===== src/rtl/cmploader.sv =====
// rtl/cmploader.sv - host-side bitmap loader and result holder for the compare accelerator
//
// Collects NWORDS words of WORDW bits into a BMPW-bit bitmap, strobes it to the
// accelerator with a one-cycle wren, waits for a rising edge on cmpdone (or a
// TIMEOUT-cycle limit) and holds the score until the host acknowledges it.
//
// Ports:
//   clk, rst          clock; asynchronous active-high reset
//   start             begin a load (sampled in IDLE only)
//   wordin/wordvalid  input word stream; wordready high while loading
//   bitmap, wren      assembled bitmap and one-cycle write strobe to accelerator
//   cmpdone/cmpresult accelerator done level and 13-bit score
//   result/timeout    latched score and timeout flag, valid with resultvalid
//   resultack         host consumed the result
//   busy              high in every state except IDLE

module cmploader #(
    parameter int WORDW   = 16,
    parameter int BMPW    = 1536,
    parameter int NWORDS  = BMPW / WORDW,
    parameter int TIMEOUT = 4096
) (
    input  logic              clk,
    input  logic              rst,
    input  logic              start,
    input  logic [WORDW-1:0]  wordin,
    input  logic              wordvalid,
    output logic              wordready,
    output logic [BMPW-1:0]   bitmap,
    output logic              wren,
    input  logic              cmpdone,
    input  logic [12:0]       cmpresult,
    output logic [12:0]       result,
    output logic              resultvalid,
    input  logic              resultack,
    output logic              timeout,
    output logic              busy
);

    localparam int WCW = (NWORDS > 1) ? $clog2(NWORDS) : 1;
    localparam int TCW = (TIMEOUT > 1) ? $clog2(TIMEOUT) : 1;
    localparam logic [WCW-1:0] LASTWORD = WCW'(NWORDS - 1);
    localparam logic [TCW-1:0] LASTWAIT = TCW'(TIMEOUT - 1);

    typedef enum logic [2:0] {
        IDLE,
        LOAD,
        WRITE,
        WAIT,
        HOLD
    } state_t;

    state_t         state;
    state_t         state_d;
    logic [WCW-1:0] wcnt;
    logic [TCW-1:0] tcnt;
    logic           doneprev;
    logic           doneedge;
    logic           waitlast;

    // Only a fresh rising edge counts: a done level left high by a previous
    // compare must fall and rise again before it is accepted.
    assign doneedge = cmpdone && !doneprev;
    assign waitlast = (tcnt == LASTWAIT);

    always_ff @(posedge clk or posedge rst) begin
        if (rst) begin
            state <= IDLE;
        end else begin
            state <= state_d;
        end
    end

    always_comb begin
        state_d     = state;
        wordready   = 1'b0;
        wren        = 1'b0;
        resultvalid = 1'b0;
        busy        = 1'b1;
        case (state)
            IDLE: begin
                busy = 1'b0;
                if (start) begin
                    state_d = LOAD;
                end
            end
            LOAD: begin
                wordready = 1'b1;
                if (wordvalid && (wcnt == LASTWORD)) begin
                    state_d = WRITE;
                end
            end
            WRITE: begin
                wren    = 1'b1;
                state_d = WAIT;
            end
            WAIT: begin
                // Completion and timeout both leave for HOLD; which one wins
                // is decided in the datapath below.
                if (doneedge || waitlast) begin
                    state_d = HOLD;
                end
            end
            HOLD: begin
                resultvalid = 1'b1;
                if (resultack) begin
                    state_d = IDLE;
                end
            end
            default: begin
                state_d = IDLE;
            end
        endcase
    end

    always_ff @(posedge clk or posedge rst) begin
        if (rst) begin
            wcnt     <= '0;
            tcnt     <= '0;
            doneprev <= 1'b0;
            bitmap   <= '0;
            result   <= '0;
            timeout  <= 1'b0;
        end else begin
            doneprev <= cmpdone;
            case (state)
                IDLE: begin
                    if (start) begin
                        wcnt <= '0;
                    end
                end
                LOAD: begin
                    if (wordvalid) begin
                        // Constant-index slices keep the word steering a plain
                        // decoder on wcnt.
                        for (int k = 0; k < NWORDS; k++) begin
                            if (wcnt == WCW'(k)) begin
                                bitmap[k*WORDW +: WORDW] <= wordin;
                            end
                        end
                        wcnt <= wcnt + 1'b1;
                    end
                end
                WRITE: begin
                    tcnt <= '0;
                end
                WAIT: begin
                    if (doneedge) begin
                        result  <= cmpresult;
                        timeout <= 1'b0;
                    end else if (waitlast) begin
                        result  <= 13'h1FFF;
                        timeout <= 1'b1;
                    end else begin
                        tcnt <= tcnt + 1'b1;
                    end
                end
                default: begin
                end
            endcase
        end
    end

endmodule


===== config.mk =====
export PLATFORM = sky130hd
export DESIGN_NAME = cmploader
export DESIGN_NICKNAME = d
export VERILOG_FILES = /design/src/rtl/cmploader.sv
export SDC_FILE = /design/constraint.sdc
export NUM_CORES = 2
export LEC_CHECK = 0
export CAP_MARGIN = 40
export CORE_AREA = 2 2 621 623
export CTS_CLUSTER_SIZE = 24
export DETAILED_ROUTE_END_ITERATION = 6
export DIE_AREA = 0 0 623 625
export GPL_ROUTABILITY_DRIVEN = 0
export PLACE_DENSITY = 0.38
export SYNTH_ARGS = -nofsm -noshare
export SYNTH_HDL_FRONTEND = slang
export SYNTH_SLANG_ARGS = --single-unit

===== constraint.sdc =====
create_clock -name clk -period 66.6 [get_ports clk]
set_clock_uncertainty 0.1 [all_clocks]
set_input_delay 13.32 -clock clk [delete_from_list [all_inputs] [get_ports clk]]
set_output_delay 13.32 -clock clk [all_outputs]
set_load 0.01 [all_outputs]

==> impl_results.md <==
- NetSw: 0.624 mW
- WP data arrival: 18,030 ps
- PD cells: 26.5 mW/mm^2
- Worst IR drop on VDD: between 0.015 and 0.02 mV
- Critical Path RT: 67,490 ps
- Pins over their slew limit: 0
- Yosys warning count: 0
- First-pass GRT wire length: 400 mm
- Std-Cell Rows: 228
- Post-Syn Area: 0.0607 mm^2
- Cell taking the most area after synthesis: dfrtp_1
- Root Buffer: clkbuf_16
- Area contributors post-synth: dfrtp_1 65%, mux2_2 26%, mux2_4 2.5%
- CTS buffer count: 199
- Later-pin clock latency in the skew report: 850 ps
- Hold Fails Final Rpt: 0
- Die Wd: 623 um
- Highest Clock Rate: 0.0583 GHz
- Clock power share: between 40% and 50%
- GRT overflow: 0
- Post-place instance area: ~0.083 mm^2
- DPL Wire Length: 211 mm
- CP Max Fanout: 65
- DR iter-0 viols: 1,763
- Post-CTS Hold Fix Bufs: 0
- Top-Level Pins: 1,589
- Gr usage total: 15.0%
- Avg WL per Cell: between 20 and 30 um
- Syn Area/Cell: 16.5 um^2
- Mapped Cells: 3,684
- Vias per cell: ~3.7
- WHS Path Cells: 1
- Core area: 0.384 mm^2
- Ys flop type: dfrtp_1
- Hold/Removal Path Class: reg -> reg
- RSZ-0062 raised after global routing: false
- Final min period: approximately 17,000 ps
- Total number of vias: 38,700
- Internal: 1.76 mW
- EDFF count, synth: 0
- Die Span Y: 625 um
- Fraction of layout cells with a size suffix above 1: a little under 40%
- Starting Density: 15.8%
- Synth Register Bits: 1,573
- Clk slew on worst S/H paths: around 60 ps
- Number of global-route vias before repair: 41,300
- Final setup viols: 0
- Synthesized net count: 3,724
- # resized after CTS: 0
- CP Capture Type: async pin
- H-Tree Depth: 4
- R2r endpoint: bitmap[138]
- Total leakage power: slightly above 40 nW
- Flop2flop setup slack: ~63,000 ps
- Clock tree from TritonCTS: yes
- Netlist cell types: 53
- Rel. slew slack: 28.1%
- CTS sink count: 1,573
- Startpoint types: input pin
- Final Power: about 2.4 mW
- Post-route cell area: 0.0901 mm^2
- Post-DRT Antenna Nets: 0
- Sequential group share of total power: 42.3%
- Seq/Total Area, Yosys: between 60% and 70%
- Post-detailed-route DRC marker count: 0
- Setup TNS: 0 ps
- I/O Buffers: 1,588
- Area grow syn2layout: 48.3%
- CTS Buffer Depth: 4
- Tcrit/Tclk final: about 26%
- R2R depth: 5
- Outcome: complete, no violations
- DRT Wirelength: 301 mm
- Ys async rst share: 100%
- First drt pass iteration count: 5
- Slew of the pin with the lowest slew margin: roughly 1100 ps
- Layout Nets: 5,353
- Postcts setup bufs: 0
- Largest net degree at the start of global routing: between 150 and 200
- Switch share: 26.2%
- Hold path endpoint: result[9]
- Die ar.: around 0.39 mm^2
- Min-delay src: result[9]
- R2r startpoint: state[1]
- Initial antenna violation count: 44
- Worst setup path class: in -> async
- MaxCap Viol Count: 0
- Top cell type's share of synthesized area: 64.8%
- Combinational share of power: about a tenth
sequential cells by signal, indices dropped and copies added (netlist names):
signal    count
bitmap     1536
result       13
tcnt         12
wcnt          7
state         3
doneprev      1
timeout       1
worst max-delay path: stages:
cell and delay (ps):
clkdlybuf4s50_1 540, inv_8 300, buf_4 610, buf_4 260, buf_16 270, buf_4 570, buf_4 240, buf_16 280
buf_4 600, buf_4 440, buf_16 290
cell usage after synthesis, types with 5 or more instances:
library cell  number
nor2_1            19
clkbuf_1         171
nand2_1           32
mux2_2          1423
nand3_1            9
nand4_1            5
mux2_4           100
buf_2             45
and3_1             6
nand3_4           12
nor2_4            21
nor2_8             8
dfrtp_1         1573
o22a_1            13
o21ai_0           14
nor2_2            29
buf_6             22
nor3_1             5
nand2_2           18
mux2_1            13
ha_1               5
buf_4             54
nand4_2            6
inv_1              7
and2_1             7
nand3_2            5
worst max path at each step:
stage | startpoint | end | slack, ps
finish | rst | bitmap[1252] | 49460
global placement | rst | bitmap[1239] | 47420
global route | rst | bitmap[1371] | 48900
detailed placement | rst | bitmap[1243] | 48340
CTS | rst | bitmap[1117] | 49300
floorplan | rst | bitmap[0] | 8800
power groups by stage:
stage	clock network, mW	logic, mW	registers, mW
6_report	1.13	0.248	1.01
5_1_grt	1.21	0.265	1.01
4_1_cts	1.17	0.259	1.01
3_5_place_dp	0	0.259	1.03
3_3_place_gp	0	0.249	1.03
2_1_floorplan	0	0.0985	1.04
per-stage QoR:
stage	hold slack [ps]	utilization [%]	worst slack, ps	std cells
detailed placement	376	21.7	48340	10200
finish	387	23.5	49460	10500
floorplan	370	-	8800	3684
global placement	372	21.4	47420	10100
CTS	389	23.5	49300	10500
global route	401	23.5	48900	10500
area by class of cell:
| type | count | area (um^2) |
|---|---|---|
| diodes | 14 | 35.0 |
| clock buffers | 301 | 5970 |
| clock inverters | 61 | 848 |
| fillers | 40200 | 294000 |
| inverters | 7 | 33.8 |
| multi-input cells | 1807 | 19800 |
| flip-flops and latches | 1573 | 39400 |
| well taps | 5060 | 6330 |
| repair buffers | 1725 | 17600 |
routing by layer:
layer	up-vias	share of wire (%)	GRT usage (%)
met5	-	0	0
met4	0	3.2	4.34
met3	331	7.9	4.78
met2	1415	50	26.0
met1	20700	39	17.6
li1	16200	-	-
cells in the final DEF, fill, tap and decap left out, types with 18 or more instances in the layout:
cell,synthesis,routed
dfrtp_1,1573,1573
clkdlybuf4s50_1,0,1572
mux2_2,1423,1423
clkbuf_16,0,200
mux2_4,100,100
buf_4,54,87
clkbuf_8,0,59
clkbuf_1,171,42
nand2_1,32,32
clkinv_2,0,31
nor2_2,29,28
nor2_4,21,27
buf_12,0,20
nand2_2,18,18
buf_16,0,18
kinds of logic after synthesis:
logic type	share of synthesized area, %
AO/OA/AOI/OAI	0.616
adder cells (fa/ha/maj)	0.103
multiplexers	29.2
AND/OR/NAND/NOR	2.69
flip-flops	64.8
buffers and inverters	2.61
Note: power is estimated with default switching activity, not from simulation.
